$ cat src/rtl/npc_cycle_ctrl_pkg.sv
// Shared definitions for the NPC cycle controller: FSM state encoding,
// instruction class codes, stop-cause codes and the IDU instruction numbers.
package npc_cycle_ctrl_pkg;

    localparam int ISA_WIDTH      = 32;
    localparam int INST_NUM_WIDTH = 6;

    typedef enum logic [3:0] {
        ST_IDLE       = 4'd0,
        ST_FETCH_REQ  = 4'd1,
        ST_FETCH_WAIT = 4'd2,
        ST_DECODE     = 4'd3,
        ST_EXEC       = 4'd4,
        ST_MEM_REQ    = 4'd5,
        ST_MEM_WAIT   = 4'd6,
        ST_WB         = 4'd7,
        ST_HALT       = 4'd8,
        ST_ERROR      = 4'd9
    } state_t;

    typedef enum logic [2:0] {
        CLS_ALU    = 3'd0,
        CLS_BRANCH = 3'd1,
        CLS_LOAD   = 3'd2,
        CLS_STORE  = 3'd3,
        CLS_EBREAK = 3'd4,
        CLS_INV    = 3'd5
    } inst_cls_t;

    localparam logic [1:0] ERR_NONE   = 2'b00;
    localparam logic [1:0] ERR_INV    = 2'b01;
    localparam logic [1:0] ERR_IFU_TO = 2'b10;
    localparam logic [1:0] ERR_LSU_TO = 2'b11;

    // Instruction numbers produced by the IDU
    localparam logic [INST_NUM_WIDTH-1:0] INST_INV    = 6'd0;
    localparam logic [INST_NUM_WIDTH-1:0] INST_ADDI   = 6'd1;
    localparam logic [INST_NUM_WIDTH-1:0] INST_ADD    = 6'd2;
    localparam logic [INST_NUM_WIDTH-1:0] INST_LUI    = 6'd3;
    localparam logic [INST_NUM_WIDTH-1:0] INST_JAL    = 6'd4;
    localparam logic [INST_NUM_WIDTH-1:0] INST_BEQ    = 6'd5;
    localparam logic [INST_NUM_WIDTH-1:0] INST_BNE    = 6'd6;
    localparam logic [INST_NUM_WIDTH-1:0] INST_BLT    = 6'd7;
    localparam logic [INST_NUM_WIDTH-1:0] INST_BGE    = 6'd8;
    localparam logic [INST_NUM_WIDTH-1:0] INST_BLTU   = 6'd9;
    localparam logic [INST_NUM_WIDTH-1:0] INST_BGEU   = 6'd10;
    localparam logic [INST_NUM_WIDTH-1:0] INST_LB     = 6'd11;
    localparam logic [INST_NUM_WIDTH-1:0] INST_LH     = 6'd12;
    localparam logic [INST_NUM_WIDTH-1:0] INST_LW     = 6'd13;
    localparam logic [INST_NUM_WIDTH-1:0] INST_LBU    = 6'd14;
    localparam logic [INST_NUM_WIDTH-1:0] INST_LHU    = 6'd15;
    localparam logic [INST_NUM_WIDTH-1:0] INST_SB     = 6'd16;
    localparam logic [INST_NUM_WIDTH-1:0] INST_SH     = 6'd17;
    localparam logic [INST_NUM_WIDTH-1:0] INST_SW     = 6'd18;
    localparam logic [INST_NUM_WIDTH-1:0] INST_EBREAK = 6'd19;

endpackage

$ cat src/rtl/npc_cycle_ctrl_inst_class.sv
// npc_inst_class: combinational map from IDU instruction number to the
// class the sequencer branches on in EXEC.
//   i_inst_num : decoded instruction number
//   o_cls      : class code (inst_cls_t encoding)
module npc_inst_class
    import npc_cycle_ctrl_pkg::*;
(
    input  logic [INST_NUM_WIDTH-1:0] i_inst_num,
    output logic [2:0]                o_cls
);

    always_comb begin
        o_cls = CLS_ALU;
        case (i_inst_num)
            INST_LB, INST_LH, INST_LW, INST_LBU, INST_LHU:             o_cls = CLS_LOAD;
            INST_SB, INST_SH, INST_SW:                                 o_cls = CLS_STORE;
            INST_BEQ, INST_BNE, INST_BLT, INST_BGE, INST_BLTU, INST_BGEU: o_cls = CLS_BRANCH;
            INST_EBREAK:                                               o_cls = CLS_EBREAK;
            INST_INV:                                                  o_cls = CLS_INV;
            default:                                                   o_cls = CLS_ALU;
        endcase
    end

endmodule

$ cat src/rtl/npc_cycle_ctrl.sv
// npc_cycle_ctrl: multi-cycle sequencer for the NPC core. Owns PC and IR,
// walks each instruction through fetch/decode/exec/mem/wb and drives only
// the datapath enables.
//   clk, rst                    : clock, async active-low reset
//   pc / pc_next                : current PC (fetch address) / next PC from EXU
//   ifu_req_* / ifu_rsp_*       : instruction memory handshake
//   inst / inst_num             : instruction register / IDU decode result
//   lsu_req_* / lsu_rsp_valid   : data memory handshake
//   rf_wen, commit              : single-cycle pulses at retirement
//   halt, err, err_cause        : sticky stop status
//   cycle_cnt, instret          : performance counters
module npc_cycle_ctrl
    import npc_cycle_ctrl_pkg::*;
#(
    parameter logic [31:0] RESET_PC    = 32'h8000_0000,
    parameter int          MEM_TIMEOUT = 255,
    parameter int          CNT_WIDTH   = 64
) (
    input  logic                      clk,
    input  logic                      rst,
    output logic [31:0]               pc,
    input  logic [31:0]               pc_next,
    output logic                      ifu_req_valid,
    input  logic                      ifu_req_ready,
    input  logic                      ifu_rsp_valid,
    input  logic [ISA_WIDTH-1:0]      ifu_rsp_inst,
    output logic [ISA_WIDTH-1:0]      inst,
    input  logic [INST_NUM_WIDTH-1:0] inst_num,
    output logic                      lsu_req_valid,
    output logic                      lsu_req_wen,
    input  logic                      lsu_req_ready,
    input  logic                      lsu_rsp_valid,
    output logic                      rf_wen,
    output logic                      commit,
    output logic                      halt,
    output logic                      err,
    output logic [1:0]                err_cause,
    output logic [CNT_WIDTH-1:0]      cycle_cnt,
    output logic [CNT_WIDTH-1:0]      instret
);

    localparam int WAIT_W = (MEM_TIMEOUT > 0) ? $clog2(MEM_TIMEOUT + 1) : 1;

    state_t                r_state;
    logic [31:0]           r_pc;
    logic [ISA_WIDTH-1:0]  r_inst;
    logic                  r_ifu_req_valid, r_lsu_req_valid, r_lsu_req_wen;
    logic                  r_rf_wen, r_commit, r_halt, r_err;
    logic [1:0]            r_err_cause;
    logic [CNT_WIDTH-1:0]  r_cycle_cnt, r_instret;
    logic [WAIT_W-1:0]     r_wait;

    logic [2:0]            w_cls;
    logic [WAIT_W:0]       w_wait_inc;
    logic                  w_timeout;

    npc_inst_class u_cls (
        .i_inst_num (inst_num),
        .o_cls      (w_cls)
    );

    // Timeout fires on the cycle whose increment would reach the limit;
    // callers test for a completing response first so it wins that cycle.
    assign w_wait_inc = {1'b0, r_wait} + (WAIT_W+1)'(1);
    assign w_timeout  = (MEM_TIMEOUT != 0) && (w_wait_inc == (WAIT_W+1)'(MEM_TIMEOUT));

    always_ff @(posedge clk or negedge rst) begin
        if (!rst) begin
            r_state         <= ST_IDLE;
            r_pc            <= RESET_PC;
            r_inst          <= '0;
            r_ifu_req_valid <= 1'b0;
            r_lsu_req_valid <= 1'b0;
            r_lsu_req_wen   <= 1'b0;
            r_rf_wen        <= 1'b0;
            r_commit        <= 1'b0;
            r_halt          <= 1'b0;
            r_err           <= 1'b0;
            r_err_cause     <= ERR_NONE;
            r_cycle_cnt     <= '0;
            r_instret       <= '0;
            r_wait          <= '0;
        end else begin
            r_rf_wen <= 1'b0;
            r_commit <= 1'b0;
            if (r_state != ST_HALT && r_state != ST_ERROR)
                r_cycle_cnt <= r_cycle_cnt + 1'b1;

            case (r_state)
                ST_IDLE: begin
                    r_state         <= ST_FETCH_REQ;
                    r_ifu_req_valid <= 1'b1;
                    r_wait          <= '0;
                end
                ST_FETCH_REQ, ST_FETCH_WAIT: begin
                    if ((r_state == ST_FETCH_WAIT || ifu_req_ready) && ifu_rsp_valid) begin
                        r_inst          <= ifu_rsp_inst;
                        r_ifu_req_valid <= 1'b0;
                        r_state         <= ST_DECODE;
                    end else if (w_timeout) begin
                        r_ifu_req_valid <= 1'b0;
                        r_state         <= ST_ERROR;
                        r_halt          <= 1'b1;
                        r_err           <= 1'b1;
                        r_err_cause     <= ERR_IFU_TO;
                    end else begin
                        r_wait <= w_wait_inc[WAIT_W-1:0];
                        if (r_state == ST_FETCH_REQ && ifu_req_ready) begin
                            r_ifu_req_valid <= 1'b0;
                            r_state         <= ST_FETCH_WAIT;
                        end
                    end
                end
                ST_DECODE: r_state <= ST_EXEC;
                ST_EXEC: begin
                    case (w_cls)
                        CLS_LOAD, CLS_STORE: begin
                            r_state         <= ST_MEM_REQ;
                            r_lsu_req_valid <= 1'b1;
                            r_lsu_req_wen   <= (w_cls == CLS_STORE);
                            r_wait          <= '0;
                        end
                        CLS_EBREAK: begin
                            // ebreak retires but leaves pc on its own address
                            r_state   <= ST_HALT;
                            r_halt    <= 1'b1;
                            r_commit  <= 1'b1;
                            r_instret <= r_instret + 1'b1;
                        end
                        CLS_INV: begin
                            r_state     <= ST_ERROR;
                            r_halt      <= 1'b1;
                            r_err       <= 1'b1;
                            r_err_cause <= ERR_INV;
                        end
                        CLS_BRANCH: begin
                            r_state  <= ST_WB;
                            r_commit <= 1'b1;
                        end
                        default: begin
                            r_state  <= ST_WB;
                            r_commit <= 1'b1;
                            r_rf_wen <= 1'b1;
                        end
                    endcase
                end
                ST_MEM_REQ, ST_MEM_WAIT: begin
                    // r_lsu_req_wen is kept through MEM_WAIT: it is the only
                    // record of load vs store when deciding rf_wen for WB.
                    if ((r_state == ST_MEM_WAIT || lsu_req_ready) && lsu_rsp_valid) begin
                        r_lsu_req_valid <= 1'b0;
                        r_lsu_req_wen   <= 1'b0;
                        r_state         <= ST_WB;
                        r_commit        <= 1'b1;
                        r_rf_wen        <= ~r_lsu_req_wen;
                    end else if (w_timeout) begin
                        r_lsu_req_valid <= 1'b0;
                        r_lsu_req_wen   <= 1'b0;
                        r_state         <= ST_ERROR;
                        r_halt          <= 1'b1;
                        r_err           <= 1'b1;
                        r_err_cause     <= ERR_LSU_TO;
                    end else begin
                        r_wait <= w_wait_inc[WAIT_W-1:0];
                        if (r_state == ST_MEM_REQ && lsu_req_ready) begin
                            r_lsu_req_valid <= 1'b0;
                            r_state         <= ST_MEM_WAIT;
                        end
                    end
                end
                ST_WB: begin
                    r_pc            <= pc_next;
                    r_instret       <= r_instret + 1'b1;
                    r_state         <= ST_FETCH_REQ;
                    r_ifu_req_valid <= 1'b1;
                    r_wait          <= '0;
                end
                ST_HALT, ST_ERROR: r_state <= r_state;
                default:           r_state <= ST_IDLE;
            endcase
        end
    end

    assign pc            = r_pc;
    assign inst          = r_inst;
    assign ifu_req_valid = r_ifu_req_valid;
    assign lsu_req_valid = r_lsu_req_valid;
    assign lsu_req_wen   = r_lsu_req_wen;
    assign rf_wen        = r_rf_wen;
    assign commit        = r_commit;
    assign halt          = r_halt;
    assign err           = r_err;
    assign err_cause     = r_err_cause;
    assign cycle_cnt     = r_cycle_cnt;
    assign instret       = r_instret;

endmodule
$ cat config.mk
export PLATFORM = sky130hd
export DESIGN_NAME = npc_cycle_ctrl
export DESIGN_NICKNAME = d
export VERILOG_FILES = /design/src/rtl/npc_cycle_ctrl_pkg.sv /design/src/rtl/npc_cycle_ctrl_inst_class.sv /design/src/rtl/npc_cycle_ctrl.sv
export SDC_FILE = /design/constraint.sdc
export NUM_CORES = 1
export LEC_CHECK = 0
export ABC_AREA = 1
export CORE_MARGIN = 5
export CORE_UTILIZATION = 40
export DETAILED_ROUTE_END_ITERATION = 8
export GPL_ROUTABILITY_DRIVEN = 1
export PLACE_DENSITY = 0.66
export SLEW_MARGIN = 40
export SYNTH_ARGS = -nofsm -noshare
export SYNTH_HDL_FRONTEND = slang
export SYNTH_SLANG_ARGS = --single-unit
$ cat constraint.sdc
create_clock -name clk -period 2 [get_ports clk]
set_clock_uncertainty 0.05 [all_clocks]
set_input_delay 0.2 -clock clk [delete_from_list [all_inputs] [get_ports clk]]
set_output_delay 0.2 -clock clk [all_outputs]
set_load 0.02 [all_outputs]
== After elaboration in Yosys (flattened, before gate mapping) ==
Memory sizes are Yosys's and may differ from the RTL's.
Cells that the tools add are included.
Widths: inputs -> output; s select.
Operators by class
  add/subtract/negate cells: 3
  eq/ne operators: 28
  muxes and demuxes: 51
  bitwise logic cells: 2
  reduce and logical (&&, ||, !) cells: 31
Operator list (number)
  $add 64x1->64 const B: 2
  $pmux 64 s2: 1
  $mux 64: 1
  $mux 8: 4
  $pmux 8 s4: 1
  $mux 4: 6
  $pmux 4 s6: 1
  $mux 1: 22
  $eq 4x3->1 const B: 4
  $ne 2x2->1 const B: 8
  $ne 4x4->1 const B: 4
  $pmux 4 s3: 1
  $reduce_and 4->1: 3
  $reduce_or 2->1: 6
  $mux 2: 5
  $pmux 1 s2: 5
  $add 8x1->9 const B: 1
  $eq 9x8->1 const B: 1
  $reduce_and 3->1: 3
  $eq 4x2->1 const B: 2
  $eq 4x4->1 const B: 2
  $eq 3x2->1 const B: 2
  $eq 3x3->1 const B: 2
  $pmux 1 s3: 2
  16 further kinds: 26
Word-level totals
  flip-flop bits (word level): 213
  ROM bits: 96
  output and inout bits: 201
  logic and storage cells: 130
  memories kept: 1
Memory list
  (name not given): depth 32, bits a word 3, read ports 1, clocked after Yosys merged registers in 0, wr ports 0, RTL line npc_cycle_ctrl_inst_class.sv:14  | case (i_inst_num)

== Depth between registers and ports, before layout ==
Gate-level depths: netlist (run 1).
  word-level depth: 6
  mapped depth: 13
  gate-level depth less buffers: 13

== By module ==
From an unflattened synthesis (run 1), not the netlist that was laid out.
Unflattened totals
  cell total of the unflattened synthesis: 1471
  area, all modules: 11817.6 sq um
By module, submodules not included
  npc_cycle_ctrl: times used 1, cells an instance 1449, area an instance 11717.5 sq um
  npc_inst_class: times used 1, cells an instance 22, area an instance 100.1 sq um

== Worst setup path after synthesis (run 1) ==
Ideal clock, no wire load.
  path type: flip-flop to flip-flop
  start: register r_instret[0], in the netlist instret[0]
  end: register r_instret[42], in the netlist instret[42]
  setup time: 0.123 ns
  arrival: 1.810 ns
  setup slack: 0.017 ns
  cell stages (with the launch flop): 11
  buffers on the path: 0
  clock period less this slack: 1.983 ns
  path through: dfrtp_1 ha_1 nand3_1 inv_1 nand2_1 nor2_4 nand3_1 nor3_2 nand2_1 o21ai_0 nand2_1
On the way
  word-level cells in the longest chain between the ends: 3
Ends and longest elaborated chain
  start: declaration: RTL line npc_cycle_ctrl.sv:50  | logic [CNT_WIDTH-1:0] r_cycle_cnt, r_instret;
  start signal: assignment: RTL line npc_cycle_ctrl.sv:128  | r_instret <= r_instret + 1'b1;
  start signal: assignment: RTL line npc_cycle_ctrl.sv:173  | r_instret <= r_instret + 1'b1;
  $add 64x1->64 *: RTL line npc_cycle_ctrl.sv:128, npc_cycle_ctrl.sv:173
  $mux 64: RTL line npc_cycle_ctrl.sv:116  | case (w_cls)
  $pmux 64 s2 *: RTL line npc_cycle_ctrl.sv:89  | case (r_state)
Mark *: on every way between the ends. The rest lies on a longest branch, timed or not. The select of a mux whose other input is x is not followed.
A chain may end at the register's enable or synchronous reset.

== Worst setup path after layout (run 1) ==
  start: register r_cycle_cnt[31], in the netlist cycle_cnt[31]
  end: output cycle_cnt[31]
RTL lines
  start: declaration: RTL line npc_cycle_ctrl.sv:50
  start signal: assignment: RTL line npc_cycle_ctrl.sv:87  | r_cycle_cnt <= r_cycle_cnt + 1'b1;
  end: declaration: RTL line npc_cycle_ctrl.sv:38  | output logic [CNT_WIDTH-1:0] cycle_cnt,
No word-level cell between the ends.

==> reports/results.txt, run 1 <==
Setup WS pre-CTS: -0.2239 ns
synthesis-to-finish area growth: 45.97%
RSZ-0062 raised after global routing: true
Worst slew margin: 72.88%
Critical Path AT: 1.69 ns
Ports: 277
htree depth: 1
Residual DRC: 0
power per cell area: 1034 nW/um^2
Leak: 7.474 nW
commonest cells after routing, fill and taps aside: nand2_1, clkdlybuf4s50_1, dfrtp_1
Overall Power: 17.91 mW
setup ws final: 0.05511 ns
outcome: completed
Fmax: 514.2 MHz
WS Path Type: reg2out
R2R Path Start: instret[18]$_DFFE_PN0P_
std cell rows: 63
post-synthesis sequential area ratio: 44.96%
Crit. End Element: output pin
Post-synth EDFFs: 0
syn nets: 1564
Clk pin slew, worst setup/hold paths: 0.06 ns
IO buf count: 276
number of synthesized register bits: 213
Core ar.: 29480 um^2
Crit. Startpoint: cycle_cnt[31]$_DFFE_PN0P_
actual slew at the worst max-slew pin: 0.4037 ns
critical path required time: 1.75 ns
max_cap viols: 0
Final HPWL DP: 30900 um
DR vias: 11470
final wirelength: 38980 um
endpoints failing setup: 0
max-slew violation count: 0
vias in the first global route: 11550
Clk Latency, worst-skew pair: 0.53 ns
most common cell after layout, fill and taps aside: nand2_1
CP startpoint kind: register
total placed cells including tap cells: 2248
grt ovf: 0
Final min period: 1.945 ns
Max Root-Sink Buffers: 3
Post-Syn Area: 11860 um^2
Synth warnings: 0
Root Driver: clkbuf_16
Die Ht: 182.2 um
Syn Inst Count: 1483
worst IR drop on VDD: 1121 uV
Die Area: 33190 um^2
Iter 0 DRT Violations: 811
share of cells above drive strength 1: 17.48%
first-pass GRT wire length: 62550 um
Nets: 1978
overall fraction of global-route tracks in use: 23.02%
crit-path max FO: 3
Tcrit/Tclk final: 97.24%
TritonCTS Buffers: 27
TritonCTS clock tree: yes
type of the most critical hold path: in2async
largest net degree at the start of global routing: 65
CTS Sinks: 213
Hold Fails Final Rpt: 0
Mapped Avg Cell Area: 7.997 um^2
Die Wd: 182.2 um
Antenna Nets Post-Route: 0
ANT cells: 0
post-route setup TNS: 0 ns
Finished Layout Cells: 2306
Starting Density: 40.23%
initial antenna violation count: 0
Finished Core Util: 58.72%
GPL Wtd Cong: 0.9717
Yosys cell types: 39
vias per cell: 4.975
Top FF cell, synth: dfrtp_1
TritonRoute pass-1 iters: 5
Async SR Flop Fraction: 100.0%
WL per Instance: 16.90 um
## power by group
part,internal (mW),total [mW],switching [mW]
Clock,3.34,5.24,1.90
Combinational,3.16,6.68,3.52
Sequential,5.29,5.99,0.697
Total,11.8,17.9,6.12
## worst paths after layout
kind / to / slack [ns] / cells after the start
min in group clk: inst[31]$_DFFE_PN0P_ / 0.23 / 2
max in group asynchronous: cycle_cnt[26]$_DFFE_PN0P_ / 1.09 / 3
worst min-delay path: pc[3]$_DFFE_PN0P_ / 0.11 / 2
worst max register to register: instret[42]$_DFFE_PN0P_ / 0.07 / 8
worst max-delay path: cycle_cnt[31] / 0.06 / 2
worst min register to register: halt$_DFFE_PN0P_ / 0.43 / 2
## state kept, by name, summed over array words and instances (netlist names)
| signal | cells |
|---|---|
| ifu_req_valid | 1 |
| inst | 32 |
| cycle_cnt | 64 |
| halt | 1 |
| lsu_req_wen | 1 |
| pc | 32 |
| r_wait | 8 |
| lsu_req_valid | 1 |
| err_cause | 2 |
| commit | 1 |
| instret | 64 |
| err | 1 |
| r_state | 4 |
| rf_wen | 1 |
## cell type report
type	count	area (um^2)
clock inverters	9	177.7
inverters	175	656.9
repair buffers	406	3859
well taps	390	488.0
multi-input cells	1074	6013
flip-flops and latches	213	5335
clock buffers	39	780.7
fillers	2670	12170
## cell usage after synthesis, types with 2 or more instances
master | number | area, um^2
ha_1 | 5 | 62.56
nand3_1 | 99 | 495.5
buf_2 | 15 | 75.07
nor3_2 | 5 | 50.05
nand2_4 | 2 | 22.52
nand4_1 | 46 | 287.8
nor2_1 | 171 | 641.9
nand2_2 | 6 | 37.54
nand3b_1 | 8 | 60.06
dfrtp_1 | 212 | 5305
mux2_2 | 64 | 720.7
nor2_2 | 8 | 50.05
nor3_1 | 63 | 315.3
nor2_8 | 2 | 40.04
o21ai_1 | 2 | 10.01
nor4_1 | 4 | 25.02
nand3_2 | 6 | 60.06
o21ai_0 | 64 | 320.3
clkbuf_1 | 5 | 18.77
nand2_1 | 392 | 1471
a21oi_1 | 9 | 45.04
nor2_4 | 8 | 90.09
inv_1 | 167 | 626.9
inv_2 | 8 | 30.03
xor2_1 | 73 | 639.4
xnor2_1 | 26 | 227.7
## repair_timing
action | in CTS | in global routing
endpoints found under the hold margin | 213 | 0
gates resized for setup | 4 | 63
setup buffers | 0 | 9
endpoints found under the setup margin | 5 | 63
hold buffers | 1 | 0
pin swaps | 1 | 9
## kinds of logic (layout without fill, tap and decap cells)
| kind of cell | after synthesis | after routing | share of synthesized area, % |
|---|---|---|---|
| fa+ha+maj | 5 | 5 | 0.5275 |
| mux | 64 | 64 | 6.077 |
| simple gates | 826 | 826 | 31.26 |
| buf+inv | 196 | 629 | 6.394 |
| compound gates | 80 | 80 | 3.471 |
| xor+xnor | 99 | 99 | 7.312 |
| flops | 213 | 213 | 44.96 |
## worst max-delay path, cell delays in order, from the launching register on
cell and delay, ns:
dfrtp_1 0.42, buf_4 0.15, clkdlybuf4s50_1 0.59
## routing by layer
layer	share of wire, %	GRT usage (%)
met4	1.8	4.683
met3	11	8.232
met5	0	0
met1	43	30.72
met2	45	36.47
## through the flow
step | instance area [um^2] | hold slack, ns
3_5_place_dp | 16020 | 0.06015
3_3_place_gp | 16020 | 0.06171
4_1_cts | 17000 | 0.09391
5_1_grt | 17310 | 0.1279
2_1_floorplan | 11860 | -0.1456
6_report | 17310 | 0.1136
No activity file was read; power rests on OpenSTA's default activity.
==> run 2: changes to the inputs <==
--- a/config.mk
+++ b/config.mk
@@ -6,11 +6,13 @@
 export NUM_CORES = 1
 export LEC_CHECK = 0
 export ABC_AREA = 1
+export CAP_MARGIN = 20
 export CORE_MARGIN = 5
-export CORE_UTILIZATION = 40
+export CORE_UTILIZATION = 45
+export CTS_CLUSTER_DIAMETER = 150
 export DETAILED_ROUTE_END_ITERATION = 8
 export GPL_ROUTABILITY_DRIVEN = 1
-export PLACE_DENSITY = 0.66
+export PLACE_DENSITY = 0.73
 export SLEW_MARGIN = 40
 export SYNTH_ARGS = -nofsm -noshare
 export SYNTH_HDL_FRONTEND = slang
==> run 2 against run 1 <==
  * Sequential share of layout area up 0.25 points
  * Register-to-register slack worse by 0.02 ns
  * Clock power down 5.3%
  * Hold slack better by 0.0021 ns
  * First-iteration DRC count up 20%
  * Critical path depth unchanged
  * Setup slack worse by 0.030 ns
  * Largest cell class unchanged
==> reports/results.txt, run 2 (synthesized netlist as in run 1, its figures left out) <==
Final HPWL DP: 30380 um
commonest cells after routing, fill and taps aside: nand2_1, clkdlybuf4s50_1, dfrtp_1
GR Util met2: 40.14%
Max Root-Sink Buffers: 3
Overall Power: 17.65 mW
post-route setup TNS: 0 ns
first-pass GRT wire length: 60710 um
CTS Sinks: 213
overall fraction of global-route tracks in use: 25.53%
Core ar.: 25980 um^2
worst r2r path cells: 9
endpoints failing setup: 0
WS Path Type: reg2out
Leak: 7.508 nW
htree depth: 1
R2R Path Start: instret[27]$_DFFE_PN0P_
power per cell area: 1027 nW/um^2
TritonCTS clock tree: yes
max_cap viols: 0
outcome: completed
Reg2Reg Setup Slack: 0.05 ns
CP startpoint kind: register
Residual DRC: 0
Crit. End Element: output pin
Clk pin slew, worst setup/hold paths: 0.06 ns
GPL Wtd Cong: 0.9600
WL per Instance: 17.22 um
DR vias: 11570
worst IR drop on VDD: 1049 uV
Nets: 1973
most common cell after layout, fill and taps aside: nand2_1
Iter 0 DRT Violations: 972
TritonRoute pass-1 iters: 6
TritonCTS Buffers: 26
worst r2r dst: instret[37]$_DFFE_PN0P_
initial antenna violation count: 1
GRT met3 Usage: 7.727%
Finished Core Util: 66.09%
max-slew violation count: 0
Die Area: 29700 um^2
vias per cell: 5.149
Worst slew margin: 70.49%
met1 Track Usage GR: 35.23%
Tcrit/Tclk final: 98.72%
IO buf count: 276
std cell rows: 59
Antenna Nets Post-Route: 0
grt ovf: 0
RSZ-0062 raised after global routing: true
Root Driver: clkbuf_16
Hold Fails Final Rpt: 0
Final min period: 1.974 ns
largest net degree at the start of global routing: 52
crit-path max FO: 5
Critical Path AT: 1.72 ns
type of the most critical hold path: in2async
Die Ht: 172.3 um
Setup crit end: instret[54]
vias in the first global route: 11350
final wirelength: 38690 um
share of cells above drive strength 1: 17.52%
synthesis-to-finish area growth: 44.82%
ANT cells: 0
Most Crowded Layer GR: met2
Ports: 277
Clk Latency, worst-skew pair: 0.54 ns
actual slew at the worst max-slew pin: 0.4393 ns
critical path required time: 1.75 ns
Starting Density: 45.64%
Die Wd: 172.3 um
Crit. Startpoint: instret[54]$_DFFE_PN0P_
worst hold margin: 0.1157 ns
Fmax: 506.5 MHz
run 2: layout make-up:
| class | count | area (um^2) |
|---|---|---|
| clock buffer | 32 | 703.2 |
| multi-input combinational | 1075 | 6057 |
| clock inverter | 16 | 200.2 |
| inverter | 175 | 656.9 |
| fill | 2158 | 8811 |
| tap | 335 | 419.2 |
| timing repair buffer | 401 | 3801 |
| sequential | 213 | 5336 |
run 2: worst min path at each step:
stage,start,end,depth (start not counted)
after global placement,rst,pc[21]$_DFFE_PN0P_,1
after floorplan,rst,commit$_DFF_PN0_,0
after CTS,rst,pc[23]$_DFFE_PN0P_,2
after detailed placement,rst,pc[23]$_DFFE_PN0P_,1
after global routing,rst,pc[21]$_DFFE_PN0P_,2
final,rst,pc[21]$_DFFE_PN0P_,2
run 2: per-stage QoR:
step | worst slack (ns) | std cells | area, um^2
after floorplan | 0.01707 | 1483 | 11860
after global placement | -0.1765 | 2191 | 15910
after detailed placement | -0.1835 | 2191 | 15910
after CTS | 0.003470 | 2240 | 16820
after global routing | -0.1206 | 2247 | 17170
final | 0.02555 | 2247 | 17170
run 2: critical path: stages (launching register included):
cell	delay (ns)
dfrtp_1	0.40
buf_4	0.17
clkdlybuf4s50_1	0.62
run 2: routing by layer:
| metal | share of wire, % | vias to the layer above |
|---|---|---|
| met5 | 0 | - |
| met4 | 2.3 | 0 |
| met3 | 9.7 | 66 |
| met2 | 45 | 470 |
| met1 | 43 | 5441 |
| li1 | - | 5593 |
run 2: power by group:
part / internal, mW / switching, mW / leakage (nW)
clock network: 3.02 / 1.94 / 0.445
registers: 5.29 / 0.678 / 2.75
logic: 3.13 / 3.59 / 4.31
total: 11.4 / 6.20 / 7.51
run 2: timing repair:
item | CTS | global route
pin swaps | 0 | 16
hold buffers | 1 | 0
gates resized for setup | 3 | 75
setup buffers | 0 | 6
cloned | 0 | 1
setup endpoints to repair | 3 | 88
endpoints found under the hold margin | 212 | 0
